<file path="src/rtl/dependence_pkg.sv">
// Shared types and constants for the dependence-logic stimulus driver.
//   drv_state_e        : driver FSM states
//   MODE_BAC / MODE_AB : function select, expected = b&(a|c) or a&b
//   LAST_VEC_*         : final vector index for each mode
//   gold_bac / gold_ab : golden functions used by the checker
package dependence_pkg;

    typedef enum logic [2:0] {
        IDLE  = 3'd0,
        LOAD  = 3'd1,
        WAIT  = 3'd2,
        CHECK = 3'd3,
        DONE  = 3'd4
    } drv_state_e;

    localparam logic MODE_BAC = 1'b0;
    localparam logic MODE_AB  = 1'b1;

    localparam logic [2:0] LAST_VEC_BAC = 3'd7;
    localparam logic [2:0] LAST_VEC_AB  = 3'd3;

    function automatic logic gold_bac(input logic a, input logic b, input logic c);
        return b & (a | c);
    endfunction

    function automatic logic gold_ab(input logic a, input logic b);
        return a & b;
    endfunction

endpackage

</file>
<file path="src/rtl/dependence_golden.sv">
// Combinational golden model: the bit a correct dependence block must
// produce for the given inputs in the selected mode.
//   mode     in : MODE_BAC or MODE_AB
//   a, b, c  in : the stimulus bits currently driven to the DUT
//   expected out: golden output bit
module dependence_golden
    import dependence_pkg::*;
(
    input  logic mode,
    input  logic a,
    input  logic b,
    input  logic c,
    output logic expected
);

    always_comb begin
        expected = (mode == MODE_AB) ? gold_ab(a, b) : gold_bac(a, b, c);
    end

endmodule

</file>
<file path="src/rtl/dependence_driver.sv">
// Exhaustive stimulus driver and checker for a combinational dependence
// block. Sweeps every input vector, waits SETTLE cycles, samples the DUT
// output and counts mismatches against the golden function.
//   clk, rst_n       : clock, synchronous active-low reset
//   start, mode      : begin a sweep / function select (latched at start)
//   drv_a/b/c        : registered stimulus to the DUT
//   dut_q            : DUT output
//   busy, done       : sweep in progress / one-cycle end-of-sweep pulse
//   pass, err_cnt    : sweep result, saturating mismatch count
//   first_err_valid/vec : first failing vector of the sweep
//   dbg_state        : current FSM state for observation
//
// Handshake: start acts as a request that is accepted only on an edge where
// busy is low (IDLE); a start seen while busy is dropped, never queued.
module dependence_driver
    import dependence_pkg::*;
#(
    parameter int SETTLE = 1,
    parameter int ERR_W  = 4
) (
    input  logic             clk,
    input  logic             rst_n,
    input  logic             start,
    input  logic             mode,
    output logic             drv_a,
    output logic             drv_b,
    output logic             drv_c,
    input  logic             dut_q,
    output logic             busy,
    output logic             done,
    output logic             pass,
    output logic [ERR_W-1:0] err_cnt,
    output logic             first_err_valid,
    output logic [2:0]       first_err_vec,
    output drv_state_e       dbg_state
);

    localparam logic [3:0]       WAIT_LAST = 4'(SETTLE - 1);
    localparam logic [ERR_W-1:0] ERR_MAX   = {ERR_W{1'b1}};

    drv_state_e       state;
    drv_state_e       state_nxt;
    logic             mode_q;
    logic [2:0]       vec;
    logic [3:0]       wait_cnt;
    logic             expected;
    logic             mismatch;
    logic [2:0]       last_vec;
    logic [ERR_W-1:0] err_nxt;

    // Golden value is taken from the bits actually on the DUT pins, so the
    // checker and the stimulus can never disagree about the vector.
    dependence_golden u_golden (
        .mode     (mode_q),
        .a        (drv_a),
        .b        (drv_b),
        .c        (drv_c),
        .expected (expected)
    );

    assign mismatch  = (dut_q != expected);
    assign last_vec  = (mode_q == MODE_AB) ? LAST_VEC_AB : LAST_VEC_BAC;
    assign err_nxt   = (mismatch && (err_cnt != ERR_MAX)) ? err_cnt + ERR_W'(1) : err_cnt;
    assign dbg_state = state;

    always_comb begin
        state_nxt = state;
        busy      = 1'b1;
        done      = 1'b0;
        case (state)
            IDLE: begin
                busy = 1'b0;
                if (start) state_nxt = LOAD;
            end
            LOAD:  state_nxt = WAIT;
            WAIT:  if (wait_cnt == WAIT_LAST) state_nxt = CHECK;
            CHECK: state_nxt = (vec == last_vec) ? DONE : LOAD;
            DONE: begin
                done      = 1'b1;
                state_nxt = IDLE;
            end
            default: state_nxt = IDLE;
        endcase
    end

    always_ff @(posedge clk) begin
        if (!rst_n) begin
            state           <= IDLE;
            mode_q          <= MODE_BAC;
            vec             <= '0;
            wait_cnt        <= '0;
            drv_a           <= 1'b0;
            drv_b           <= 1'b0;
            drv_c           <= 1'b0;
            err_cnt         <= '0;
            first_err_valid <= 1'b0;
            first_err_vec   <= '0;
            pass            <= 1'b0;
        end else begin
            state <= state_nxt;
            case (state)
                IDLE: begin
                    drv_a <= 1'b0;
                    drv_b <= 1'b0;
                    drv_c <= 1'b0;
                    if (start) begin
                        mode_q          <= mode;
                        vec             <= '0;
                        err_cnt         <= '0;
                        first_err_valid <= 1'b0;
                        first_err_vec   <= '0;
                        pass            <= 1'b0;
                    end
                end
                LOAD: begin
                    if (mode_q == MODE_AB) begin
                        drv_a <= vec[1];
                        drv_b <= vec[0];
                        drv_c <= 1'b0;
                    end else begin
                        drv_a <= vec[2];
                        drv_b <= vec[1];
                        drv_c <= vec[0];
                    end
                    wait_cnt <= '0;
                end
                WAIT: wait_cnt <= wait_cnt + 4'd1;
                CHECK: begin
                    err_cnt <= err_nxt;
                    if (mismatch && !first_err_valid) begin
                        first_err_valid <= 1'b1;
                        first_err_vec   <= vec;
                    end
                    // pass must already be valid while done is high, so it
                    // uses the count including this final comparison.
                    if (vec == last_vec) pass <= (err_nxt == '0);
                    else                 vec  <= vec + 3'd1;
                end
                DONE: begin
                    drv_a <= 1'b0;
                    drv_b <= 1'b0;
                    drv_c <= 1'b0;
                end
                default: ;
            endcase
        end
    end

endmodule

</file>
<file path="config.mk">
export PLATFORM = sky130hd
export DESIGN_NAME = dependence_driver
export DESIGN_NICKNAME = d
export VERILOG_FILES = /design/src/rtl/dependence_pkg.sv /design/src/rtl/dependence_golden.sv /design/src/rtl/dependence_driver.sv
export SDC_FILE = /design/constraint.sdc
export NUM_CORES = 1
export LEC_CHECK = 0
export ABC_AREA = 1
export CORE_MARGIN = 2
export CORE_UTILIZATION = 54
export CTS_CLUSTER_DIAMETER = 60
export DETAILED_ROUTE_END_ITERATION = 12
export GPL_TIMING_DRIVEN = 1
export PLACE_DENSITY_LB_ADDON = 0.1
export SLEW_MARGIN = 0
export SYNTH_ARGS = -nofsm -noshare
export SYNTH_HDL_FRONTEND = slang
export SYNTH_SLANG_ARGS = --single-unit
</file>
<file path="constraint.sdc">
create_clock -name clk -period 3.5 [get_ports clk]
set_input_delay 0.875 -clock clk [delete_from_list [all_inputs] [get_ports clk]]
set_output_delay 0.875 -clock clk [all_outputs]
set_load 0.01 [all_outputs]
</file>
* Word level (Yosys, flattened, before mapping) *
Index checks and enable logic that the tools add are counted.

operators by class
  reductions and logical operators = 16
  eq/ne operators = 12
  $add $sub $neg = 3
  bitwise gates (word level) = 3
  muxes and demuxes = 28

operator list
  operator                                                         count
  3-bit two-way mux                                                7
  4-bit case mux with 2 select lines                               2
  3-bit case mux with 2 select lines                               2
  3-bit case mux with 4 select lines                               1
  2-bit != test, second input constant                             5
  1-bit case mux with 2 select lines                               5
  1-bit two-way mux                                                9
  3-bit AND reduction                                              3
  4-bit by 1-bit adder with 4-bit output, second input constant    2
  4-bit logical NOT                                                2
  4-bit two-way mux                                                2
  3-bit by 2-bit == test with 1-bit output, second input constant  2
  2-bit AND reduction                                              3
  2-bit nonzero test                                               3
  4-bit != test, second input constant                             1
  3-bit by 1-bit adder with 3-bit output, second input constant    1
  3-bit by 1-bit == test with 1-bit output, second input constant  1
  3-bit == test                                                    1
  3-bit == test, second input constant                             1
  3-bit logical NOT                                                1
  1-bit AND                                                        2
  1-bit logical AND                                                2
  2-bit OR reduction                                               1
  1-bit logical NOT                                                1
  2 further kinds                                                  2

storage, ports and cells
  logic and storage cells = 73
  bits in registers = 23
  output and inout bits = 17
  bits of input ports = 5

* Longest topological paths before layout *
  depth in word-level cells = 9
  mapped depth = 11
  gate-level depth less buffers = 11

* Cells and area by module *
A second synthesis with hierarchy kept.

second synthesis, totals
  cells, all modules = 174
  area total of the unflattened synthesis = 1176.1 um^2

by module, submodules not included
  module             area each (um^2)  instances  cells an instance
  dependence_driver  1152.4            1          169
  dependence_golden  23.8              1          5

* Least setup slack after synthesis *
OpenSTA, ideal clock, no wires.

  path type = register to output
  from = register state[0], in the netlist dbg_state[0]
  to = output busy
  stages on the path, launching flop included = 5
  arrival time = 0.754 ns
  path slack = 1.871 ns
  path through = dfxtp_1 -> nor2_2 -> inv_2 -> nor2_4 -> inv_1

between the ends
  cells in the longest elaborated chain, start to end = 2

RTL lines
  what                    line                      RTL
  start, declared         dependence_driver.sv:41   drv_state_e state;
  start signal, assigned  dependence_driver.sv:100  state <= state_nxt;
  3-bit logical NOT       dependence_driver.sv:70   case (state)
  1-bit two-way mux       dependence_driver.sv:70
  end, declared           dependence_driver.sv:29   output logic busy,

Every way passes these cells.

* Worst setup path in the final report *
Same ends and word-level chain as after synthesis.

==> metrics.md <==
| Metric | Value |
|---|---|
| Slew margin rel. | 55.78% |
| Fin crit period | 2490 ps |
| Post-route DRC | 0 |
| Worst Path Arrival | 1620 ps |
| Critical Path Max Stage Delay | 470 ps |
| Vias per inst | 5.242 |
| IO Port Bufs | 21 |
| Via count | 1106 |
| Post-CTS Hold Buffers | 0 |
| Post-DP HPWL | 1880 µm |
| Peak supply drop | 278.4 µV |
| GRT Total Usage | 21.23% |
| Iter 0 DRT Violations | 21 |
| CTS H-tree lvls | 1 |
| Antenna diode count | 0 |
| Die area | 0.002535 mm² |
| Largest net degree at the start of global routing | 20 |
| Syn_area_per_cell | 7.249 µm² |
| Post-Layout Cell Count | 211 |
| Final setup TNS | 0 ps |
| Synth cell types | 27 |
| WP data required | 2620 ps |
| Clock Sinks | 23 |
| Root buffer cell | clkbuf_4 |
| Nets | 194 |
| TritonCTS clock tree | yes |
| Critical path class | flip-flop to output pin |
| Synth Cell Area | 0.001160 mm² |
| Chip height | 50.35 µm |
| Area grow syn2layout | 23.30% |
| Worst slew pin tran | 658.3 ps |
| CTS clock-pin slew for the worst setup and hold paths | 120 ps |
| R2R setup slack | 1850 ps |
| Final ANT Viol Nets | 0 |
| RD Place Congestion | 0.8448 |
| Worst-Skew Late Latency | 320 ps |
| Commonest non-fill, non-tap cells in the layout | nand2_1, dfxtp_1, clkdlybuf4s50_1, a21oi_1, inv_1 |
| Core Region | 0.002002 mm² |
| Cell family with most CP delay | buffers and inverters |
| Crit end category | output pin |
| Site row count | 16 |
| Min setup slack post-route | 1010 ps |
| Mapped Cells | 160 |
| CTS buffer count | 3 |
| Area leader, netlist | dfxtp_1 |
| Initial Utilization | 57.94% |
| # setup viols final | 0 |
| CP Buf/Inv Count | 3 |
| Post-Place Cells | 207 |
| Global route total overflow | 0 |
| CP Launch Type | flip-flop |
| Slowest CP cell | clkdlybuf4s50_1 |
| Post-Syn Nets | 169 |
| Tightest Hold Check Type | flip-flop to flip-flop |
| Pwr/cell area | 360.3 mW/mm² |
| Final count of hold timing violations | 0 |
| Yosys top cell area share | 39.70% |
| Unrepaired setup endpoints after global routing | false |
| Proportion of layout cells with a drive suffix above 1 | 10.33% |
| Max_cap viols | 0 |
| Worst-path maximum fanout | 5 |
| First-pass GRT wire length | 4153 µm |
| Final Cycle Share | 71.15% |
| Commonest non-fill, non-tap cell in the layout | nand2_1 |
| Most area-consuming cells after synthesis | dfxtp_1, nand2_1, a21oi_1, inv_1, ha_1 |
| Crit-path cells | nor2_2 > inv_2 > nor2_4 > inv_1 > clkdlybuf4s50_1 |
| Yosys warnings | 0 |
| Fin Clk Skew | 1.370 ps |
| Static Leak | 0.5542 nW |
| Post-CTS Setup Bufs | 0 |
| Number of global-route vias before repair | 979 |
| # resized after CTS | 0 |
| TritonRoute pass-1 iters | 4 |
| Final wirelength | 2464 µm |
| Outcome | finished clean |
| Seq/Total Area, Yosys | 39.70% |
| CTS Buffer Depth | 2 |
| Max-slew violation count | 0 |
| WL per Instance | 11.68 µm |
| Io pins | 22 |
| Pre-CTS setup slack | 1112 ps |
| FMAX | 401.6 MHz |
| Seq cells post-synth | 23 |
| Die width | 50.35 µm |
| Initial antenna violation count | 0 |
## layout make-up
type / count / area (µm²)
clock buffer: 3 / 22.52
timing repair buffer: 21 / 210.2
fill: 169 / 571.8
clock inverter: 1 / 7.507
tap: 27 / 33.78
multi-input combinational: 112 / 605.6
inverter: 24 / 90.09
sequential: 23 / 460.4
## logic make-up (layout without fill, tap and decap cells)
family / count (synthesis) / in the layout / share of synthesized area [%]
simple gates: 73 / 73 / 30.74
flops: 23 / 23 / 39.70
fa+ha+maj: 4 / 4 / 4.315
buf+inv: 25 / 49 / 8.090
xor+xnor: 2 / 2 / 1.511
compound gates: 33 / 33 / 15.64
## worst paths after layout
| check | to | depth (start not counted) | start |
|---|---|---|---|
| min reg2reg | first_err_vec[2]$_SDFFE_PN0P_ | 2 | first_err_vec[2]$_SDFFE_PN0P_ |
| max | busy | 5 | dbg_state[0]$_SDFFE_PN0P_ |
| max reg2reg | wait_cnt[1]$_SDFFE_PN0P_ | 7 | dbg_state[0]$_SDFFE_PN0P_ |
| min | first_err_vec[2]$_SDFFE_PN0P_ | 2 | first_err_vec[2]$_SDFFE_PN0P_ |
## tightest hold or removal path: stages, from the launching register on
cell and delay (ps):
dfxtp_1 330, nand2_1 60, a21oi_1 50
## registers in the layout, summed over array words and instances, names as in the netlist
register,cells
first_err_vec,3
first_err_valid,1
drv_b,1
vec,3
err_cnt,4
dbg_state,3
pass,1
mode_q,1
wait_cnt,4
drv_c,1
drv_a,1
## per-layer routing
| layer | up-vias | share of wire (%) | track usage (%) |
|---|---|---|---|
| li1 | 570 | - | - |
| met1 | 500 | 47 | 27.43 |
| met2 | 31 | 47 | 34.65 |
| met3 | 5 | 5.0 | 6.548 |
| met4 | 0 | 1.1 | 4.955 |
| met5 | - | 0 | 0 |
## Yosys cell counts, drive strengths merged
cell type	n
clkinv	1
a22oi	1
a21oi	21
o21ai	7
nor2	14
nor3	2
nor4	2
a211oi	2
o211ai	1
nand2	43
ha	4
nand3	9
dfxtp	23
or3	1
clkbuf	1
inv	23
nand4	2
o21a	1
xnor2	2
## report_power, final
group          switching, mW  internal, mW  leakage, nW
logic                 0.0648        0.0396        0.354
clock network         0.0840        0.0439       0.0139
registers             0.0116         0.271        0.186
## metrics by stage
stage | power (mW) | instance area (µm²) | util [%] | hold slack [ps]
2_1_floorplan | 0.3549 | 1160 | - | 430.9
3_3_place_gp | 0.3879 | 1400 | 69.94 | 444.9
3_5_place_dp | 0.3929 | 1400 | 69.94 | 454.3
4_1_cts | 0.5194 | 1430 | 71.44 | 477.5
5_1_grt | 0.5444 | 1430 | 71.44 | 504.4
6_report | 0.5153 | 1430 | 71.44 | 470.1
Power figures use the tool's default switching activity.
